<file path="src/rtl/branch_ctrl.sv">
// Control-flow front end: decodes LTH/SETC/BR/HALT against registered branch state
// and sequences the fetch unit through RUN, IDLE and HALT.
module branch_ctrl #(
   parameter int unsigned TW  = 10,
   parameter int unsigned LOW = 5
) (
   input  logic          Clk,
   input  logic          Reset,
   input  logic          Start,
   input  logic [8:0]    Instr,
   input  logic          FlagWe,
   input  logic          ZeroIn,
   input  logic          NegIn,
   output logic          Jump,
   output logic          BranchAbsOrRel,
   output logic [TW-1:0] Target,
   output logic          Done,
   output logic          Armed
);

   localparam int unsigned HW = TW - LOW;

   typedef enum logic [1:0] {
      S_RUN  = 2'd0,
      S_IDLE = 2'd1,
      S_HALT = 2'd2
   } state_t;

   state_t          state_q, state_d;
   logic [HW-1:0]   tgt_hi_q, tgt_hi_d;
   logic            armed_q, armed_d;
   logic [1:0]      cond_q, cond_d;
   logic            mode_q, mode_d;
   logic            z_q, z_d;
   logic            n_q, n_d;
   logic            done_q, done_d;

   logic            jump_c;
   logic            rel_c;
   logic [TW-1:0]   target_c;
   logic            cond_true_c;
   logic            is_ctl_c;
   logic            is_halt_c;
   logic [LOW-1:0]  lo_c;

   assign lo_c      = Instr[LOW-1:0];
   assign is_ctl_c  = (Instr[8:6] == 3'b110);
   assign is_halt_c = is_ctl_c && (Instr[5:0] == 6'b111111);

   // Condition evaluation uses the registered flags only.
   always_comb begin
      cond_true_c = 1'b1;
      case (cond_q)
         2'b00:   cond_true_c = 1'b1;
         2'b01:   cond_true_c = z_q;
         2'b10:   cond_true_c = ~z_q;
         default: cond_true_c = n_q;
      endcase
   end

   // Next-state and combinational redirect outputs.
   always_comb begin
      state_d  = state_q;
      tgt_hi_d = tgt_hi_q;
      armed_d  = armed_q;
      cond_d   = cond_q;
      mode_d   = mode_q;
      z_d      = z_q;
      n_d      = n_q;
      jump_c   = 1'b0;
      rel_c    = 1'b0;
      target_c = '0;

      case (state_q)
         S_RUN: begin
            if (!Start) begin
               if (is_halt_c) begin
                  state_d = S_HALT;
                  jump_c  = 1'b1;
                  rel_c   = 1'b1;
               end else if (is_ctl_c && !Instr[5]) begin
                  tgt_hi_d = HW'(lo_c);
                  armed_d  = 1'b1;
               end else if (is_ctl_c) begin
                  cond_d = Instr[1:0];
                  mode_d = Instr[2];
               end else if (Instr[8:6] == 3'b111) begin
                  armed_d = 1'b0;
                  if (cond_true_c ^ Instr[5]) begin
                     jump_c   = 1'b1;
                     rel_c    = mode_q;
                     target_c = armed_q ? {tgt_hi_q, lo_c}
                                        : TW'($signed(lo_c));
                  end
               end
            end
         end
         S_IDLE: begin
            if (!Start) state_d = S_RUN;
         end
         S_HALT: begin
            // PC parks on itself: relative jump by zero.
            jump_c = 1'b1;
            rel_c  = 1'b1;
         end
         default: state_d = S_RUN;
      endcase

      if (FlagWe) begin
         z_d = ZeroIn;
         n_d = NegIn;
      end

      if (Start) begin
         state_d = S_IDLE;
         armed_d = 1'b0;
         cond_d  = 2'b00;
         mode_d  = 1'b0;
         z_d     = 1'b0;
         n_d     = 1'b0;
      end

      done_d = (state_d == S_HALT);

      if (Reset) begin
         jump_c   = 1'b0;
         rel_c    = 1'b0;
         target_c = '0;
      end
   end

   always_ff @(posedge Clk) begin
      if (Reset) begin
         state_q  <= S_RUN;
         tgt_hi_q <= '0;
         armed_q  <= 1'b0;
         cond_q   <= 2'b00;
         mode_q   <= 1'b0;
         z_q      <= 1'b0;
         n_q      <= 1'b0;
         done_q   <= 1'b0;
      end else begin
         state_q  <= state_d;
         tgt_hi_q <= tgt_hi_d;
         armed_q  <= armed_d;
         cond_q   <= cond_d;
         mode_q   <= mode_d;
         z_q      <= z_d;
         n_q      <= n_d;
         done_q   <= done_d;
      end
   end

   assign Jump           = jump_c;
   assign BranchAbsOrRel = rel_c;
   assign Target         = target_c;
   assign Done           = done_q;
   assign Armed          = armed_q;

endmodule

</file>
<file path="config.mk">
export PLATFORM = sky130hd
export DESIGN_NAME = branch_ctrl
export DESIGN_NICKNAME = d
export VERILOG_FILES = /design/src/rtl/branch_ctrl.sv
export SDC_FILE = /design/constraint.sdc
export NUM_CORES = 1
export LEC_CHECK = 0
export CAP_MARGIN = 20
export CORE_MARGIN = 2
export CORE_UTILIZATION = 48
export DETAILED_ROUTE_END_ITERATION = 12
export GPL_TIMING_DRIVEN = 0
export PLACE_DENSITY = 0.83
export SYNTH_ARGS = -nofsm -noshare
export SYNTH_HDL_FRONTEND = slang
export SYNTH_SLANG_ARGS = --single-unit
</file>
<file path="constraint.sdc">
create_clock -name Clk -period 2.5 [get_ports Clk]
set_input_delay 0.375 -clock Clk [delete_from_list [all_inputs] [get_ports Clk]]
set_output_delay 0.375 -clock Clk [all_outputs]
set_load 0.01 [all_outputs]
</file>
Word-level counts from Yosys, hierarchy flattened. Cells that the tools add are included.

Equality and inequality tests: 8. Mux-type cells: 32. Bitwise gates (word level): 5. Reductions and logical operators: 10.

Operators by type and width (count): two-way mux 10 bit (9); two-way mux 1 bit (17); AND reduction 4 bit (3); == test 2 bit, second input constant (3); == test 3 bit, second input constant (2); == test 6 bit, second input constant (1); zero test 2 bit (2); two-way mux 2 bit (2); NOT 1 bit (4); one-hot mux 1 bit (2 select lines) (2); one-hot mux 2 bit (2 select lines) (1); one-hot mux 1 bit (3 select lines) (1); == test 2 x 1 -> 1 bit, second input constant (1); logical AND 1 bit (2); inequality test 2 x 1 -> 1 bit, second input constant (1); nonzero test 2 bit (1); OR reduction 2 bit (1); zero test 1 bit (1); XOR 1 bit (1).

Flip-flop bits (word level): 14. Bits of input ports: 15. Output and inout bits: 14. Word-level logic and storage cells: 63.

Depth between registers and ports, before layout.
Word-level depth: 11. Depth in mapped cells: 6. Mapped depth without buffers: 4.

Least setup slack after synthesis. Ideal clock, no wire load.

Path kind: input port to output port. Start: input port Reset. End: output port Target[0]. Data arrival time: 1.597 ns. Required time: 2.125 ns. Setup slack: 0.528 ns. Cell stages on the path: 6. Path buffers: 3. Cell sequence: buf_6 > or2_1 > buf_6 > or3_4 > buf_6 > nor3_1.

Cells in the longest elaborated chain, start to end: 1.

RTL lines: start, declared (line 8) `input logic Reset,`; two-way mux 10 bit (line 125) `if (Reset) begin`; end, declared (line 16) `output logic [TW-1:0] Target,`.

Every way passes these cells.

Final worst setup path.
Start: input port Start. End: output port Target[5].

Cells in the longest elaborated chain, start to end: 3.

RTL lines: start, declared (line 9) `input logic Start,`; two-way mux 10 bit (line 76) `if (!Start) begin`; two-way mux 10 bit (line 74) `case (state_q)`; two-way mux 10 bit (line 125).

Every way passes these cells.

==> impl_metrics.yaml <==
yosys:
  yosysTopAreaCell: "dfxtp_1"
  yosysWarnings: 0
  netlist_area_um2: 875
  synth_edf_count: 0
  syn_nets: 104
  ys_types: 27
  synth-async-reset-ratio: 0
  avgSynthCellArea_um2: 9.83
  synth.ff_latch_count: 14
  synth_seq_area_share: 0.320
  dominantRegCellSynth: "dfxtp_1"
  synth_area_leaders: "dfxtp_1 32%, mux2i_1 11%, a211oi_2 8.6%, nor2_1 6.4%, nor3b_2 5.7%"
  synth_top_cell_area_share: 0.320
  synthCells: 89
global_routing:
  grt_pass1_vias: 751
  grt_pass1_wl_um: 3360
  antenna_found_initial: 0
  grt-ovfl-total: 0
  grt_max_degree: 11
  track_usage: 0.221
place:
  gp_congestion: 0.823
  placedInstanceArea_um2: 1180
  dp_hpwl_um: 1510
  port_buffers: 27
detailed_routing:
  finalWirelength_um: 2130
  vias: 783
  avgViaCountPerCell: 5.33
  drc_errors: 0
  post_drt_wl_per_cell_um: 14.5
  ant_nets: 0
  first_pass_iters: 4
  drt_iter0_markers: 13
sta:
  fmax_ghz: 0.413
  clock_skew_ps: 3.07
  maxSlewViolCount: 0
  fin_crit_ps: 2420
  tns_ps: 0
  setup_viol: 0
  slew-limit-headroom: 0.664
  worst_pin_slew_ps: 500
  hold_viol: 0
  holdWs_ps: 282
  finalCritPeriodShare: 0.969
worst_hold_path:
  hold_path_class: "input port to register"
  hold_depth: 2
  hold_path_end: "tgt_hi_q[1]"
  min-delay-start: "Reset"
flow_run:
  max-cap-violations: 0
die:
  initial_core_util: 0.507
  die_area_um2: 2180
  core_um2: 1730
  dieHeight_um: 46.7
  io-pin-count: 29
  die_x_um: 46.7
  rows: 15
clock_tree:
  htreeDepth: 1
  clock_tree.buffer_depth: 2
  cts-root-buf: "clkbuf_4"
  clock_latency_ps: 290
  clkTransAtPathRegs_ps: 80
  cts_buffers: 3
  cts_tree: "yes"
  cts_num_sinks: 14
critical_path:
  reg2reg_slack_ps: 920
  critPathMaxFanout: 10
  r2r_cells: 5
  required_ps: 2120
  critical_path_class: "input port to primary output"
  rr_startpoint: "state_q[1]"
  worstReg2RegEnd: "tgt_hi_q[0]"
  crit_path_end_kind: "primary output"
  worst_ep_arrival_time_ps: 2050
  critPathLaunchType: "input port"
finish:
  drive_gt1_frac: 0.254
  n_antenna_cell: 0
  area_delta_synth_final_pct: 38.6
  stdcell_area_um2: 1210
  layout.nets: 139
power_and_ir_drop:
  power_density_nw_per_um2: 368
  irDropWorstVdd_mv: 0.308
  power_leakage_nw: 0.452
outcome:
  status: "finished clean"
[cell type report]
type | instances | area (µm²)
multi-input combinational | 68 | 552
buffer | 3 | 33.8
clock buffer | 3 | 22.5
timing repair buffer | 30 | 277
fill | 149 | 514
sequential | 14 | 282
inverter | 4 | 15.0
tap | 25 | 31.3
[synth_stat cells, drive strengths merged, types with 2 or more instances]
| master | number |
|---|---|
| buf | 3 |
| nor2 | 15 |
| nand2 | 6 |
| a211oi | 8 |
| o21ai | 2 |
| nor3b | 4 |
| mux2i | 10 |
| nor3 | 7 |
| nor4 | 2 |
| inv | 4 |
| dfxtp | 14 |
[cells in the final DEF (no fill, tap or decap), types with 2 or more instances in the layout]
cell and instances:
inv_1 4, mux2i_1 10, clkdlybuf4s50_1 12, a211oi_1 2
clkbuf_4 3, nand2_1 6, dlygate4sd2_1 11, clkbuf_2 3
buf_4 2, nor3b_2 4, buf_6 3, dfxtp_1 13
nor2_1 15, nor3_1 7, a211oi_2 6
[critical path, cell delays in order]
cell and delay, ps:
dlygate4sd2_1 300, or2_1 260, buf_6 140, or3_4 360, buf_6 160, a211oi_2 180
dlygate4sd2_1 290
[how the worst max path moves through the flow]
stage	slack [ps]	end	depth (start not counted)	startpoint
floorplan	530	Target[0]	6	Reset
CTS	10	Target[7]	6	Instr[8]
detailed placement	-470	Target[7]	7	Start
global route	-1	Target[8]	6	z_q
global placement	-440	Target[9]	7	Start
finish	80	Target[5]	7	Start
[cells by family after synthesis]
kind of cell / Yosys count / synth area share
buf+inv: 7 / 0.0558
flops: 14 / 0.320
simple gates: 42 / 0.313
compound gates: 14 / 0.152
xor+xnor: 1 / 0.0315
mux: 11 / 0.127
[flip-flops by register name, indices dropped and copies added (netlist names)]
register  count
cond_q        2
Armed         1
mode_q        1
state_q       2
z_q           1
Done          1
tgt_hi_q      5
n_q           1
[stage by stage]
stage          power (W)   util  setup WS, ps  std cells
6_report        0.000446  0.702          76.5        147
5_1_grt         0.000460  0.702         -1.08        147
4_1_cts         0.000442  0.687          14.7        144
3_5_place_dp    0.000312  0.681          -465        141
3_3_place_gp    0.000310  0.681          -440        141
2_1_floorplan   0.000272      -           528         89
[routing by layer]
metal | routed length, µm | track usage | part of all wire | vias to the layer above
li1 | - | - | - | 391
met5 | 0 | 0 | 0 | -
met3 | 130 | 0.0549 | 0.061 | 3
met1 | 930 | 0.272 | 0.44 | 355
met4 | 33 | 0.106 | 0.015 | 0
met2 | 1040 | 0.356 | 0.49 | 34
[report_power, final]
part / switching, W / internal [W] / total (W)
clock: 0.0000770 / 0.0000561 / 0.000133
combinational: 0.0000407 / 0.0000429 / 0.0000836
sequential: 0.00000322 / 0.000226 / 0.000230
total: 0.000121 / 0.000325 / 0.000446
[what timing repair did]
action | 4_1_cts | 5_1_grt
hold buffers | 0 | 0
pin swaps | 1 | 2
hold endpoints to repair | 0 | 0
buffers inserted | 0 | 3
resized for setup | 17 | 8
endpoints found under the setup margin | 12 | 10
gates cloned | 0 | 0
(Power assumes the default switching activity.)
